[src/rtl/fifo_wr_arb.sv]
// Round-robin write arbiter: NREQ requesters share one FIFO write port.
// A grant is locked from a packet's first word through the word flagged LAST.
module fifo_wr_arb #(
  parameter int NREQ  = 4,
  parameter int width = 32
) (
  input  logic                  CLK,
  input  logic                  nRST,
  input  logic [NREQ-1:0]       REQ,
  input  logic [NREQ-1:0]       LAST,
  input  logic [NREQ*width-1:0] DIN,
  output logic [NREQ-1:0]       ACK,
  output logic [NREQ-1:0]       GNT,
  output logic                  BUSY,
  output logic [width-1:0]      FIFO_D,
  output logic                  FIFO_WR,
  input  logic                  FIFO_FULL
);

  localparam int PW = (NREQ > 1) ? $clog2(NREQ) : 1;

  typedef enum logic {
    IDLE = 1'b0,
    LOCK = 1'b1
  } state_t;

  state_t          state_q, state_d;
  logic [PW-1:0]   ptr_q, ptr_d;
  logic [PW-1:0]   owner_q, owner_d;
  logic [NREQ-1:0] gnt_q, gnt_d;

  logic [width-1:0] din_arr [NREQ];
  logic             owner_req;
  logic             owner_last;
  logic [width-1:0] owner_din;

  logic             pick_found;
  logic [PW-1:0]    pick_idx;
  logic [PW:0]      scan_sum;

  genvar gi;
  generate
    for (gi = 0; gi < NREQ; gi++) begin : g_din
      assign din_arr[gi] = DIN[gi*width +: width];
    end
  endgenerate

  assign owner_req  = REQ[owner_q];
  assign owner_last = LAST[owner_q];
  assign owner_din  = din_arr[owner_q];

  // First set REQ bit at or above ptr_q, wrapping NREQ-1 -> 0.
  always_comb begin
    pick_found = 1'b0;
    pick_idx   = '0;
    scan_sum   = '0;
    for (int k = 0; k < NREQ; k++) begin
      scan_sum = {1'b0, ptr_q} + (PW+1)'(k);
      if (scan_sum >= (PW+1)'(NREQ)) begin
        scan_sum = scan_sum - (PW+1)'(NREQ);
      end
      if (!pick_found && REQ[scan_sum[PW-1:0]]) begin
        pick_found = 1'b1;
        pick_idx   = scan_sum[PW-1:0];
      end
    end
  end

  always_comb begin
    state_d = state_q;
    ptr_d   = ptr_q;
    owner_d = owner_q;
    gnt_d   = gnt_q;
    FIFO_WR = 1'b0;
    FIFO_D  = '0;
    ACK     = '0;
    case (state_q)
      IDLE: begin
        // Arbitration cycle only; the first transfer happens once locked.
        if (pick_found) begin
          state_d = LOCK;
          owner_d = pick_idx;
          gnt_d   = NREQ'(1) << pick_idx;
        end
      end
      LOCK: begin
        FIFO_WR = owner_req & ~FIFO_FULL;
        FIFO_D  = owner_din;
        ACK     = gnt_q & {NREQ{FIFO_WR}};
        if (FIFO_WR && owner_last) begin
          state_d = IDLE;
          gnt_d   = '0;
          ptr_d   = (owner_q == PW'(NREQ-1)) ? '0 : owner_q + 1'b1;
        end
      end
      default: begin
        state_d = IDLE;
        gnt_d   = '0;
      end
    endcase
  end

  always_ff @(posedge CLK or negedge nRST) begin
    if (!nRST) begin
      state_q <= IDLE;
      ptr_q   <= '0;
      owner_q <= '0;
      gnt_q   <= '0;
    end else begin
      state_q <= state_d;
      ptr_q   <= ptr_d;
      owner_q <= owner_d;
      gnt_q   <= gnt_d;
    end
  end

  assign GNT  = gnt_q;
  assign BUSY = (state_q == LOCK);

endmodule

[config.mk]
export PLATFORM = sky130hd
export DESIGN_NAME = fifo_wr_arb
export DESIGN_NICKNAME = d
export VERILOG_FILES = /design/src/rtl/fifo_wr_arb.sv
export SDC_FILE = /design/constraint.sdc
export NUM_CORES = 1
export LEC_CHECK = 0
export CORE_ASPECT_RATIO = 1.25
export CORE_MARGIN = 2
export CORE_UTILIZATION = 30
export CTS_CLUSTER_DIAMETER = 150
export DETAILED_ROUTE_END_ITERATION = 16
export MAX_ROUTING_LAYER = met4
export PLACE_DENSITY = 0.88
export SYNTH_ARGS = -nofsm -noshare
export SYNTH_HDL_FRONTEND = slang
export SYNTH_SLANG_ARGS = --single-unit
[constraint.sdc]
create_clock -name CLK -period 6.07 [get_ports CLK]
set_clock_uncertainty 0.2 [all_clocks]
set_input_delay 1.214 -clock CLK [delete_from_list [all_inputs] [get_ports CLK]]
set_output_delay 1.214 -clock CLK [all_outputs]
set_load 0.02 [all_outputs]
==> impl_summary.log <==
INFO  metric outcome = completed
INFO  metric path_delay_family = buffers and inverters
INFO  metric design.final.nets = 440
INFO  metric asyncSetResetFlopFracSynth = 100%
INFO  metric via_per_inst = 5.11
INFO  metric cts_resized = 0
INFO  metric cts_post_setup_buffers_inserted = 0
INFO  metric most_frequent_cell_on_critical_path = sky130_fd_sc_hd__clkdlybuf4s50_1
INFO  metric critPathCaptureType = output pin
INFO  metric register_to_register_setup_slack = 3360 ps
INFO  metric nFillCells = between 300 and 400
INFO  metric dp_worst_setup_slack = between 1500 and 2000 ps
INFO  metric maximum_number_of_pins_on_one_net_before_global_route_repair = 37
INFO  metric fp.dieW = slightly below 70 µm
INFO  metric p_seq_share = 12.5%
INFO  metric cp_data_arrival_time = 3080 ps
INFO  metric totalWireLength = 6920 µm
INFO  metric worstPathMaxFanout = 8
INFO  metric synthMostInstantiatedCell = sky130_fd_sc_hd__mux4_2
INFO  metric cts_root_buf = sky130_fd_sc_hd__clkbuf_8
INFO  metric grt_first_pass_wirelength = 9690 µm
INFO  metric final.setup.worst_slack = 1580 ps
INFO  metric cp.required = 4660 ps
INFO  metric p_int = a little under 800 µW
INFO  metric critical_path.n_buffers_inverters = 2
INFO  metric grt_pass1_vias = 1925
INFO  metric tritoncts = built
INFO  metric synth_cells = between 100 and 150
INFO  metric chipHeight = around 85 µm
INFO  metric proportion_of_power_drawn_by_the_clock_network = 5.3%
INFO  metric most_area_hungry_cell_type_in_the_yosys_netlist = sky130_fd_sc_hd__mux4_2
INFO  metric floorplan.initialDensity = ~31%
INFO  metric final-max-slew-violation-count = 0
INFO  metric cts_inserted_buffers = 3
INFO  metric detail_route.drc_violations = 0
INFO  metric synth_enable_flop_cells = 0
INFO  metric gp_routability_congestion = 0.785
INFO  metric portBuffers = 180
INFO  metric antenna_found_initial = 0
INFO  metric timing.max_slew.rel_slack = a little under two fifths
INFO  metric irDropWorstVdd = between 200 and 300 µV
INFO  metric max_freq = 0.223 GHz
INFO  metric layout.core_utilization = 68.0%
INFO  metric floorplan.die_area = 5860 µm²
INFO  metric global_route.usage.total = 23.0%
INFO  metric ys_warn_count = 0
INFO  metric placement_rows = 29
INFO  metric fin_hold_ws = ~340 ps
INFO  metric post_route_cells_drive_above_1_share = 18.4%
INFO  metric p_switching = a little under 600 µW
INFO  metric setup_repair_after_global_routing_missed_its_margin = no
INFO  metric yosysSeqAreaShare = 14.3%
INFO  metric detail_route.iter0.violations = 58
INFO  metric postRouteAntennaNets = 0
INFO  metric dr_total_vias = 1843
INFO  metric floorplan.core_area = 5080 µm²
INFO  metric worst_skew_pair.late_latency = 240 ps
INFO  metric hold_class = flip-flop to flip-flop
INFO  metric ys_ff_latch = 9
INFO  metric insertedDiodeCount = 0
INFO  metric synth_top_cells_by_area = sky130_fd_sc_hd__mux4_2 (47%), sky130_fd_sc_hd__dfrtp_1 (14%), sky130_fd_sc_hd__and2_1 (11%)
INFO  metric synth_top_flop_cell = sky130_fd_sc_hd__dfrtp_1
INFO  metric drtPass1Iterations = 4
INFO  metric critPathSlowestCell = sky130_fd_sc_hd__clkdlybuf4s50_1
INFO  metric most_used_standard_cells_in_the_synthesized_netlist = sky130_fd_sc_hd__mux4_2 (33), sky130_fd_sc_hd__and2_1 (29), sky130_fd_sc_hd__dfrtp_1 (9)
INFO  metric switching_share = 42.3%
INFO  metric worst_r2r_end = ptr_q[1]$_DFFE_PN0P_
INFO  metric timing.critical_path.slowest_cell_delay = 600 ps
INFO  metric netlist.area_leader.share = between 40% and 50%
INFO  metric crit_type = input pin to output pin
INFO  metric final.min_clock_period = 4490 ps
INFO  metric placed_inst_area = 3410 µm²
INFO  metric timing.critical_path.from_type = input pin
INFO  metric timing.rr.start = owner_q[0]$_DFFE_PN0P_
INFO  metric floorplan.io_pins = 181
INFO  metric mappedNetlistNets = about 260
INFO  metric numClockSinks = 9
INFO  metric synthDistinctLibCells = 32
INFO  metric finalInstanceArea = 3450 µm²
INFO  metric clock_edge_transition_at_the_registers_on_the_reported_setup_and_hold_paths = ~50 ps
INFO  metric setup_viol_count_final = 0
INFO  metric mean_syn_cell_area = approximately 13 µm²
INFO  metric comb_power_share = about 82%
INFO  metric final-hold-violation-count = 0
INFO  metric avgRoutedWirePerCell = approximately 19 µm
INFO  metric r2r.worst_path.cells = 4
INFO  metric hold_depth = 1
INFO  metric cts_max_level = 1
INFO  metric setup-tns-final = 0 ps
INFO  metric maxCapViolCount = 0
INFO  metric area.growth.synth_to_final = 119%
INFO  metric min_from = GNT[0]$_DFFE_PN0P_
INFO  metric worst_hold_path.endpoint = GNT[0]$_DFFE_PN0P_
INFO  metric place_hpwl = 5770 µm
INFO  metric syn_area = 1580 µm²
INFO  metric fin_crit_sh = 74.0%
INFO  metric cts_max_path_buffers = 2
INFO  metric cts-hold-fix-buffers = 0
INFO  metric worstPathCellList = clkdlybuf4s50_1 > or3b_4 > o22ai_4 > and2_2 > clkdlybuf4s50_1
INFO  metric worst-slew-pin-transition = 936 ps
INFO  metric total_leakage_power = around 0.0013 µW
INFO  metric grt_remaining_overflow = 0
INFO  metric pwrdens = 399 nW/µm²
[final cells by class]
cell class	instances	area, µm²	area share [%]
Multi-Input combinational cell	102	1270	36.9
Sequential cell	9	226	6.56
Inverter	1	3.75	0.109
Clock buffer	4	45.0	1.30
Timing Repair Buffer	183	1820	52.8
Tap cell	62	77.6	2.25
[flip-flops by register name, summed over array words and instances (netlist names)]
name / count
GNT: 4
owner_q: 2
ptr_q: 2
BUSY: 1
[how the worst max path moves through the flow]
stage / start / to / cells past startpoint
after floorplan: FIFO_FULL / ACK[0] / 3
after global placement: FIFO_FULL / ACK[1] / 5
after detailed placement: FIFO_FULL / ACK[0] / 5
after CTS: FIFO_FULL / ACK[0] / 5
after global routing: REQ[3] / ACK[0] / 5
final: FIFO_FULL / ACK[0] / 5
[routing by layer]
layer  wire length (µm)  global-route usage [%]  vias up
met4                182                    7.49        0
met1               2250                    22.6      882
met2               3640                    42.0       92
met3                851                    6.10       17
met5                  0                       -        -
li1                   -                       -      852
[power groups by stage]
stage | clock, µW | combinational (µW) | sequential, µW
2_1_floorplan | 0 | 729 | 119
3_3_place_gp | 0 | 1120 | 176
3_5_place_dp | 0 | 1140 | 178
4_1_cts | 74.4 | 1140 | 177
5_1_grt | 77.4 | 1190 | 186
6_report | 72.8 | 1130 | 173
[through the flow]
step / power, µW / cells
2_1_floorplan: 848 / 124
3_3_place_gp: 1300 / 357
3_5_place_dp: 1320 / 357
4_1_cts: 1400 / 361
5_1_grt: 1450 / 361
6_report: 1380 / 361
[worst reg2reg max path, cell delays in order (launching register included)]
cell,delay (ps)
sky130_fd_sc_hd__dfrtp_2,980
sky130_fd_sc_hd__buf_4,350
sky130_fd_sc_hd__mux4_2,580
sky130_fd_sc_hd__and2_4,200
sky130_fd_sc_hd__mux2_4,290
[kinds of logic after synthesis]
family                     Yosys count  share of synthesized area [%]
muxes                               39                           51.8
and+or+nand+nor                     47                           19.2
adders and majority gates            1                          0.792
AOI/OAI and AO/OA                   15                           8.95
DFF                                  9                           14.3
buffers and inverters               13                           4.99
[cell usage in the layout (no fill, tap or decap), types with 2 or more instances in the layout]
master,Yosys,routed
sky130_fd_sc_hd__nor2_1,3,3
sky130_fd_sc_hd__and2_2,7,7
sky130_fd_sc_hd__mux4_2,33,33
sky130_fd_sc_hd__clkbuf_8,0,3
sky130_fd_sc_hd__a21oi_1,2,2
sky130_fd_sc_hd__clkdlybuf4s50_1,0,180
sky130_fd_sc_hd__a32o_1,4,4
sky130_fd_sc_hd__mux2_4,3,3
sky130_fd_sc_hd__mux2i_1,3,3
sky130_fd_sc_hd__dfrtp_1,9,8
sky130_fd_sc_hd__and2_1,29,29
sky130_fd_sc_hd__buf_4,0,3
Note: power is estimated with default switching activity, not from simulation.
